**config.mk**
```make
export PLATFORM = sky130hd
export DESIGN_NAME = icache_refill
export DESIGN_NICKNAME = d
export VERILOG_FILES = /design/src/rtl/icache_refill.sv
export SDC_FILE = /design/constraint.sdc
export NUM_CORES = 1
export LEC_CHECK = 0
export CORE_ASPECT_RATIO = 0.5
export CORE_MARGIN = 4
export CORE_UTILIZATION = 33
export DETAILED_ROUTE_END_ITERATION = 12
export GPL_TIMING_DRIVEN = 0
export PLACE_DENSITY = 0.82
export SYNTH_ARGS = -nofsm -noshare
export SYNTH_HDL_FRONTEND = slang
export SYNTH_SLANG_ARGS = --single-unit
```
**constraint.sdc**
```tcl
create_clock -name clk -period 2 [get_ports clk]
set_clock_uncertainty 0.15 [all_clocks]
set_input_delay 0.4 -clock clk [delete_from_list [all_inputs] [get_ports clk]]
set_output_delay 0.4 -clock clk [all_outputs]
set_load 0.01 [all_outputs]
```
**src/rtl/icache_refill.sv**
```systemverilog
// Line-refill engine for the icache: fetches one 4-beat line per accepted miss,
// streams each beat into the victim way's data SRAM, then writes the tag.
module icache_refill #(
  parameter int WAY_CNT = 2
) (
  input  logic               clk,
  input  logic               rst_n,
  // miss request from fetch
  input  logic               miss_valid_i,
  output logic               miss_ready_o,
  input  logic [31:0]        miss_paddr_i,
  input  logic [WAY_CNT-1:0] miss_way_i,
  // memory bus
  output logic               bus_req_valid_o,
  input  logic               bus_req_ready_i,
  output logic [31:0]        bus_req_addr_o,
  input  logic               bus_rvalid_i,
  input  logic [31:0]        bus_rdata_i,
  input  logic               bus_rlast_i,
  // per-way SRAM write port
  output logic [WAY_CNT-1:0] data_we_o,
  output logic [WAY_CNT-1:0] tag_we_o,
  output logic [9:0]         sram_addr_o,
  output logic [31:0]        sram_data_o,
  output logic [21:0]        sram_tag_o,
  // critical word forward and status
  output logic               crit_valid_o,
  output logic [31:0]        crit_data_o,
  output logic               refill_busy_o,
  output logic               refill_done_o,
  output logic               protocol_err_o
);

  typedef enum logic [1:0] {
    S_IDLE,
    S_REQ,
    S_RECV,
    S_TAG
  } state_t;

  state_t               state_q;
  logic [31:2]          paddr_q;
  logic [WAY_CNT-1:0]   way_q;
  logic [1:0]           cnt_q;
  logic                 err_q;

  // Byte offset within a word never affects the refill.
  logic unused_paddr_bits;
  assign unused_paddr_bits = ^miss_paddr_i[1:0];

  logic last_beat;
  assign last_beat = (cnt_q == 2'd3);

  // NOTE: all state is updated with non-blocking assignments so every flop
  // samples the pre-edge values; reset is synchronous, sampled only at clk.
  always_ff @(posedge clk) begin
    if (!rst_n) begin
      state_q <= S_IDLE;
      paddr_q <= '0;
      way_q   <= '0;
      cnt_q   <= '0;
      err_q   <= 1'b0;
    end else begin
      unique case (state_q)
        S_IDLE: begin
          if (miss_valid_i) begin
            paddr_q <= miss_paddr_i[31:2];
            way_q   <= miss_way_i;
            cnt_q   <= '0;
            state_q <= S_REQ;
          end
        end
        S_REQ: begin
          if (bus_req_ready_i) state_q <= S_RECV;
        end
        S_RECV: begin
          if (bus_rvalid_i) begin
            cnt_q <= cnt_q + 2'd1;
            // The beat count ends the burst; rlast is only cross-checked.
            if (bus_rlast_i != last_beat) err_q <= 1'b1;
            if (last_beat) state_q <= S_TAG;
          end
        end
        S_TAG: begin
          state_q <= S_IDLE;
        end
        default: state_q <= S_IDLE;
      endcase
    end
  end

  // NOTE: every output gets a default before the case so no path leaves a
  // variable unassigned, which would otherwise infer a latch.
  always_comb begin
    miss_ready_o    = 1'b0;
    bus_req_valid_o = 1'b0;
    bus_req_addr_o  = '0;
    data_we_o       = '0;
    tag_we_o        = '0;
    sram_addr_o     = '0;
    sram_data_o     = '0;
    sram_tag_o      = '0;
    crit_valid_o    = 1'b0;
    crit_data_o     = '0;
    refill_busy_o   = 1'b0;
    refill_done_o   = 1'b0;
    unique case (state_q)
      S_IDLE: begin
        miss_ready_o = 1'b1;
      end
      S_REQ: begin
        refill_busy_o   = 1'b1;
        bus_req_valid_o = 1'b1;
        bus_req_addr_o  = {paddr_q[31:4], 4'b0000};
      end
      S_RECV: begin
        refill_busy_o = 1'b1;
        if (bus_rvalid_i) begin
          data_we_o   = way_q;
          sram_addr_o = {paddr_q[11:4], cnt_q};
          sram_data_o = bus_rdata_i;
          // Beats arrive in order, so the missed word shows up exactly once.
          if (cnt_q == paddr_q[3:2]) begin
            crit_valid_o = 1'b1;
            crit_data_o  = bus_rdata_i;
          end
        end
      end
      S_TAG: begin
        refill_busy_o = 1'b1;
        refill_done_o = 1'b1;
        tag_we_o      = way_q;
        sram_addr_o   = {paddr_q[11:4], 2'b00};
        sram_tag_o    = {1'b1, 1'b0, paddr_q[31:12]};
      end
      default: ;
    endcase
  end

  assign protocol_err_o = err_q;

  // Data and tag share one SRAM address bus, so they must never overlap.
  a_we_exclusive : assert property (@(posedge clk) disable iff (!rst_n)
    !((|data_we_o) && (|tag_we_o)));

  a_way_onehot : assert property (@(posedge clk) disable iff (!rst_n)
    (miss_valid_i && miss_ready_o) |-> $onehot(miss_way_i));

endmodule

```
* Word-level counts from Yosys, hierarchy flattened
Index checks and enable logic that the tools add are counted.
** Word-level totals
- Word-level logic and storage cells :: 50
- Output and inout port bits :: 138
- Flip-flop bits (word level) :: 37
- Input bits :: 72
** Operators by class
- Mux-type cells :: 27
- Reductions and logical operators :: 7
- Equality and inequality tests :: 10
- Add/subtract/negate cells :: 1
** Operators with widths (number)
- $mux W32 :: 6
- $mux W22 :: 1
- $pmux W10 S2 :: 1
- $mux W2 :: 9
- $mux W10 :: 1
- $ne A2 B2 Y1 const B :: 4
- $pmux W2 S4 :: 1
- $mux W1 :: 7
- $eq A2 B2 Y1 const B :: 3
- $reduce_and A3 Y1 :: 2
- $pmux W2 S2 :: 1
- $reduce_and A4 Y1 :: 1
- $reduce_or A3 Y1 :: 1
- $add A2 B1 Y2 const B :: 1
- $eq A2 B1 Y1 const B :: 1
- $eq A2 B2 Y1 :: 1
- $logic_not A2 Y1 :: 1
- $reduce_and A2 Y1 :: 1
- $reduce_bool A2 Y1 :: 1
- $ne A1 B1 Y1 :: 1

* Logic depth before layout (Yosys ltp)
Gate-level depths: netlist of run 1.
- Depth in word-level cells :: 4
- Depth in mapped cells :: 7
- Gate-level depth less buffers :: 5

* Worst setup path before layout of run 1
OpenSTA, ideal clock, no wires.
- Path kind :: flip-flop to output port
- From :: register state_q[0]
- To :: output crit_data_o[22]
- Arrival time :: 1.390 ns
- Slack :: 0.060 ns
- Data required time :: 1.450 ns
- Buffers on the path :: 1
- Cell stages (with the launch flop) :: 7
- Path through :: dfxtp_1 > inv_1 > ha_1 > nand2_1 > nor3_4 > buf_2 > and2_1
** On the way
- Longest elaborated chain between the ends :: 2
** RTL lines
- start, declared :: line 41 : state_t state_q;
- start signal, assigned :: line 58 : state_q <= S_IDLE;
- start signal, assigned :: line 70 : state_q <= S_REQ;
- start signal, assigned :: line 74 : if (bus_req_ready_i) state_q <= S_RECV;
- $eq A2 B2 Y1 :: line 107 : unique case (state_q)
- $mux W32 :: line 107
- end, declared :: line 28 : output logic [31:0] crit_data_o,
No other way between the ends.

* Worst setup path in the final report of run 1
- From :: register state_q[1]
- To :: output sram_addr_o[2]
** On the way
- Longest elaborated chain between the ends :: 2
- Elaborated cells between the ends (all ways) :: 3
- Those cells by class :: eq/ne: 2; mux: 1
** RTL lines
- $eq A2 B2 Y1 :: line 107
- $pmux W10 S2 * :: line 107
- end, declared :: line 23 : output logic [9:0] sram_addr_o,
Mark *: on every way between the ends. The rest lies on a longest branch, timed or not.

==> results of run 1 <==
[cells in the mapped netlist]
| master | n | area share |
|---|---|---|
| a21boi_0 | 29 | 0.087 |
| buf_2 | 8 | 0.016 |
| o21ai_0 | 2 | 0.0040 |
| dfxtp_1 | 37 | 0.30 |
| o21a_1 | 2 | 0.0060 |
| mux2i_1 | 2 | 0.0080 |
| nor2_1 | 5 | 0.0075 |
| ha_1 | 8 | 0.040 |
| buf_4 | 6 | 0.018 |
| o211ai_1 | 1 | 0.0030 |
| xor2_1 | 2 | 0.0070 |
| a21oi_1 | 1 | 0.0020 |
| o22a_1 | 1 | 0.0035 |
| conb_1 | 1 | 0.0015 |
| clkbuf_1 | 18 | 0.027 |
| nand2b_1 | 2 | 0.0050 |
| xnor2_1 | 1 | 0.0035 |
| a21boi_1 | 4 | 0.012 |
| nor3_4 | 1 | 0.0065 |
| and2_1 | 83 | 0.21 |
| buf_1 | 1 | 0.0015 |
| a221oi_2 | 1 | 0.0060 |
| inv_1 | 6 | 0.0090 |
| nor2b_1 | 8 | 0.020 |
| o22ai_1 | 2 | 0.0050 |
| and3_1 | 34 | 0.085 |
| nand2_1 | 74 | 0.11 |
[cells in the final DEF (no fill, tap or decap), types with 2 or more instances in the layout]
cell,instances
conb_1,5
nor2b_1,8
buf_8,4
dfxtp_1,34
buf_2,84
inv_4,2
o21a_1,2
and2_4,29
mux2i_1,2
clkbuf_16,8
buf_4,25
buf_6,54
and2_1,54
ha_4,4
nand2b_1,2
dfxtp_4,2
clkbuf_2,8
o22ai_1,2
a21boi_0,28
nand2_1,73
and3_4,8
and3_1,26
a21boi_1,5
nor2_1,5
ha_1,3
clkdlybuf4s50_1,68
clkbuf_4,3
clkbuf_1,4
clkbuf_8,9
inv_1,4
[logic make-up after synthesis]
logic type,count (synthesis),share of synthesized area
and+or+nand+nor,207,0.443
AOI/OAI and AO/OA,43,0.129
buffers and inverters,39,0.0716
DFF,37,0.296
adders and majority gates,8,0.0401
xor gates and xnor gates,3,0.0105
muxes,2,0.00801
other,1,0.00150
[registers in the layout, summed over array words and instances (netlist names)]
name            count
way_q               2
cnt_q               2
paddr_q            30
state_q             2
protocol_err_o      1
[stage by stage]
step	setup WS (ps)	cells	area (sq um)
finish	-184	680	5110
global route	-253	680	5110
CTS	-186	672	4890
detailed placement	-942	641	4650
global placement	-929	641	4650
floorplan	59.8	344	2510
[where the power goes]
part           total [mW]  internal, mW  leakage, nW  switching, mW
clock               0.789         0.489       0.0690          0.300
combinational        2.66          1.43         2.21           1.23
sequential           1.02         0.893        0.305          0.131
[routing by layer]
| metal | vias to the layer above | global-route usage | wire [um] |
|---|---|---|---|
| met5 | - | 0 | 0 |
| met4 | 0 | 0.0650 | 240 |
| met3 | 22 | 0.0331 | 640 |
| met2 | 110 | 0.430 | 6130 |
| met1 | 1516 | 0.277 | 4610 |
| li1 | 1565 | - | - |
[area by class of cell]
type / count / area [sq um] / share of cell area
plain buffers: 32 / 305 / 0.0597
clock buffers: 6 / 139 / 0.0272
clock inverters: 1 / 7.51 / 0.00147
inverters: 6 / 27.5 / 0.00539
multi-input cells: 268 / 1790 / 0.349
flip-flops and latches: 37 / 749 / 0.147
well taps: 96 / 120 / 0.0235
repair buffers: 234 / 1980 / 0.387
[worst min-delay path by stage]
stage,start,cells past startpoint,end,slack (ps)
after detailed placement,protocol_err_o,1,protocol_err_o,300
final,protocol_err_o,1,protocol_err_o,310
after global placement,protocol_err_o,1,protocol_err_o,300
after global routing,protocol_err_o,1,protocol_err_o,330
after floorplan,paddr_q[28],2,paddr_q[28],290
after CTS,protocol_err_o,1,protocol_err_o,310
[worst reg2reg max path, cell delays in order, from the launching register on]
cell,delay (ps)
dfxtp_4,360
inv_4,60
buf_4,90
buf_4,110
ha_2,230
and2_1,130
buf_2,150
buf_2,250
nand2_1,90
a21boi_0,180
[timing repair]
item,4_1_cts,5_1_grt
gates cloned,5,2
buffers inserted,19,7
resized for setup,629,61
pin swaps,30,11
setup endpoints to repair,133,113
==> impl_results.md, run 1 <==
- Status: complete, but fails checks
- Violated checks: setup timing
- Critical Path Most Common Cell: buf_4
- Starting density of the core: 0.340
- Pwr Density: 875 nW/um^2
- CP Class: reg2out
- Fin util: 0.695
- Worst r2r src: state_q[0]
- Critical path required time: 1450 ps
- Peak VDD IR: 0.000486 V
- Total power: 4.47 mW
- Cells after Synth: 340
- Post-route minimum period: 2180 ps
- Post-synthesis cell area: 2500 sq um
- Unrepaired setup endpoints after global routing: true
- CTS buffer count: 5
- Die Ht: 69.5 um
- Reg2Reg Setup Slack: 110 ps
- WP data arrival: 1630 ps
- DR vias/cell: 4.73
- Longest Clk Path Bufs: 2
- Fin Hold WS: 311 ps
- Crit-path cells: buf_4, ha_4, a21oi_4, buf_6, buf_4, nor2b_1, buf_2
- Horiz. Die Dim: 131 um
- Final Hold Fails: 0
- First-pass GRT wire length: 17000 um
- Flops & latches, synth: 37
- Setup_tns: -11990 ps
- Die area: 9110 sq um
- # IOs: 210
- Ys Warns: 0
- Remaining global-route overflow: 0
- Largest net degree at the start of global routing: 12
- Core area: 7350 sq um
- DRC viols: 0
- Final Max Tran Viols: 0
- Fillers: 584
- Crit. path cell count: 7
- Placement Rows: 22
- Worst min path class: reg2reg
- CP Buf/Inv Count: 4
- Reg2reg path depth: 9
- CTS Sinks: 37
- Area growth syn-to-layout: 105%
- Share of layout cells above drive strength 1: 0.428
- Final setup viols: 109
- Largest delay share family, worst path: buffers and inverters
- Drt total wl: 11600 um
- WL per Instance: 17.1 um
- CTS tree: built
- R2r endpoint: way_q[0]
- Antenna Nets Post-Route: 0
- Reg clk slew, reported paths: 60 ps
- CP startpoint kind: register
- Slowest cell delay on critical path: 370 ps
- Sequential area share after synthesis: 0.296
- Tcrit/Tclk final: 1.09
- Fmax: 0.458 GHz
- Leakage: 2.59 nW
- CTS root buf: clkbuf_16
- Syn Area/Cell: 7.35 sq um
- Hold buffer count at cts: 0
- Ant. Diodes: 0
- Total track usage: 0.233
- Worst Setup End Kind: output pin
- Placer Congestion: 0.780
- Vias: 3213
- Max-cap viol count: 0
- Buffers on Ports: 201
- Distinct cells, synth: 27
- Initial DRC count: 166
- Post-layout nets: 664
- H-tree depth: 2
- Dpl hpwl: 7980 um
- CP Max Fanout: 5
- Vias in the first global route: 3096
- Drt pass-1 iters: 4
- Slowest cell on crit path: dfxtp_4
- Worst Setup SP: state_q[1]
- CP endpoint: sram_addr_o[2]
- Antenna violations before repair: 0
- Worst-skew pair later-pin latency: 280 ps
- Fin worst setup slack: -184 ps
Power figures use the tool's default switching activity.
==> inputs of run 2 (changes only) <==
--- a/config.mk
+++ b/config.mk
@@ -10,6 +10,7 @@
 export CORE_UTILIZATION = 33
 export DETAILED_ROUTE_END_ITERATION = 12
 export GPL_TIMING_DRIVEN = 0
+export MAX_ROUTING_LAYER = met4
 export PLACE_DENSITY = 0.82
 export SYNTH_ARGS = -nofsm -noshare
 export SYNTH_HDL_FRONTEND = slang
==> impl_results.md, run 2 (same netlist as run 1, synthesis figures left out) <==
- Status: complete, but fails checks (unchanged)
- Violated checks: setup timing (unchanged)
- Buffers on Ports: 201 (unchanged)
- Die Ht: 69.5 um (unchanged)
- Peak VDD IR: 0.000488 V (was 0.000486 V)
- Final Hold Fails: 0 (unchanged)
- H-tree depth: 2 (unchanged)
- Reg2reg path depth: 9 (unchanged)
- Final Max Tran Viols: 0 (unchanged)
- Fmax: 0.458 GHz (about the same)
- DR vias/cell: 4.68 (was 4.73)
- Critical path required time: 1450 ps (about the same)
- Die area: 9110 sq um (unchanged)
- # IOs: 210 (unchanged)
- Worst min path class: reg2reg (unchanged)
- WP data arrival: 1630 ps (about the same)
- CP startpoint kind: register (unchanged)
- Min-delay src: protocol_err_o (unchanged)
- Ant. Diodes: 0 (unchanged)
- Sw Pwr: 1.67 mW (was 1.66 mW)
- Horiz. Die Dim: 131 um (unchanged)
- Worst Hold Depth: 1 (unchanged)
- First-pass GRT wire length: 17000 um (about the same)
- CP Max Fanout: 5 (unchanged)
- Core area: 7350 sq um (unchanged)
- Hold endpoint: protocol_err_o (unchanged)
- Share of layout cells above drive strength 1: 0.428 (unchanged)
- Fin util: 0.695 (unchanged)
- Unrepaired setup endpoints after global routing: true (unchanged)
- Worst Setup End Kind: output pin (unchanged)
- CTS buffer count: 5 (unchanged)
- Placer Congestion: 0.791 (was 0.780)
- Fillers: 586 (was 584)
- Hold buffer count at cts: 0 (unchanged)
- Drt total wl: 11700 um (was 11600 um)
- Largest register FFs: 30 (unchanged)
- Drt pass-1 iters: 4 (unchanged)
- Sequential share of power: 0.228 (was 0.229)
- CTS Sinks: 37 (unchanged)
- Worst r2r src: state_q[0] (unchanged)
- CP Class: reg2out (unchanged)
- Antenna Nets Post-Route: 0 (unchanged)
- Remaining global-route overflow: 0 (unchanged)
- Commonest non-fill, non-tap cell in the layout: buf_2 (unchanged)
- Total track usage: 0.239 (was 0.233)
- Reg clk slew, reported paths: 60 ps (about the same)
- Total power: 4.48 mW (was 4.47 mW)
- Post-route minimum period: 2180 ps (about the same)
- Vias in the first global route: 3102 (was 3096)
- Fin worst setup slack: -181 ps (was -184 ps)
- Post-layout nets: 664 (unchanged)
- CTS root buf: clkbuf_16 (unchanged)
- Int Pwr: 2.81 mW (unchanged)
- R2r endpoint: way_q[0] (unchanged)
- Tcrit/Tclk final: 1.09 (about the same)
- Fin Hold WS: 311 ps (about the same)
- Largest net degree at the start of global routing: 12 (unchanged)
- DRC viols: 0 (unchanged)
- Combinational cell fraction of total power: 0.595 (about the same)
- Placement Rows: 22 (unchanged)
- Longest Clk Path Bufs: 2 (unchanged)
- Final setup viols: 114 (was 109)
- WL per Instance: 17.1 um (about the same)
- Initial DRC count: 185 (was 166)
- Switching Fraction: 0.373 (was 0.372)
- Max-cap viol count: 0 (unchanged)
- Antenna violations before repair: 0 (unchanged)
- Leakage: 2.59 nW (unchanged)
- Dpl hpwl: 7980 um (unchanged)
- Worst-skew pair later-pin latency: 280 ps (about the same)
- Starting density of the core: 0.340 (unchanged)
- Reg2Reg Setup Slack: 110 ps (about the same)
- Pwr Density: 877 nW/um^2 (was 875 nW/um^2)
- Vias: 3183 (was 3213)
- Highest-count cells in the layout ignoring fill and taps: buf_2, nand2_1, clkdlybuf4s50_1 (unchanged)
- CTS tree: built (unchanged)
- Area growth syn-to-layout: 105% (unchanged)
- Setup_tns: -11950 ps (was -11990 ps)
- Biggest register: paddr_q (unchanged)
- Clock share of power: 0.176 (about the same)
[run 2: cell counts in the layout (fill, tap and decap cells not counted)]
No cell type changed its count.
[run 2: worst max-delay path: stages, from the launching register on]
cell	delay, ps
dfxtp_4	370
buf_4	160
ha_4	180
a21oi_4	220
buf_6	150
buf_4	100
nor2b_1	40
buf_2	140
[run 2: worst max path at each step]
stage,end,from,depth (start not counted),slack [ps]
floorplan,crit_data_o[22],state_q[0],6,60
global placement,crit_data_o[20],bus_rvalid_i,6,-930
detailed placement,sram_addr_o[1],bus_rvalid_i,6,-940
CTS,crit_data_o[9],state_q[1],7,-190
global route,crit_data_o[16],state_q[0],8,-250
finish,sram_addr_o[2],state_q[1],7,-180
[run 2: metal layers]
metal / vias up / GRT usage / part of all wire
met3: 20 / 0.0308 / 0.051
met4: 0 / 0.0650 / 0.020
li1: 1563 / - / -
met5: - / - / 0
met1: 1498 / 0.277 / 0.40
met2: 102 / 0.431 / 0.53
[run 2: timing repair]
item,4_1_cts,5_1_grt
gates cloned,5,2
setup buffers,19,7
resized for setup,629,61
endpoints found under the hold margin,0,0
pin swaps,30,11
setup endpoints to repair,133,113
[run 2: area by class of cell]
cell class                 count  area (sq um)  area share
multi-input combinational    268          1790       0.349
sequential                    37           749       0.147
clock buffer                   6           139      0.0272
inverter                       6          27.5     0.00539
buffer                        32           305      0.0597
tap                           96           120      0.0235
clock inverter                 1          7.51     0.00147
timing repair buffer         234          1980       0.387
[run 2: per-stage QoR]
stage / area (sq um) / worst slack, ps / instances
6_report: 5110 / -181 / 680
5_1_grt: 5110 / -253 / 680
3_5_place_dp: 4650 / -942 / 641
2_1_floorplan: 2510 / 59.8 / 344
4_1_cts: 4890 / -186 / 672
3_3_place_gp: 4650 / -929 / 641
[run 2: power groups by stage]
stage / clock, mW / sequential, mW / combinational [mW]
after floorplan: 0 / 0.970 / 0.950
after global placement: 0 / 0.996 / 1.81
after detailed placement: 0 / 1.00 / 1.84
after CTS: 0.796 / 1.02 / 2.39
after global routing: 0.828 / 1.04 / 2.85
final: 0.790 / 1.02 / 2.67
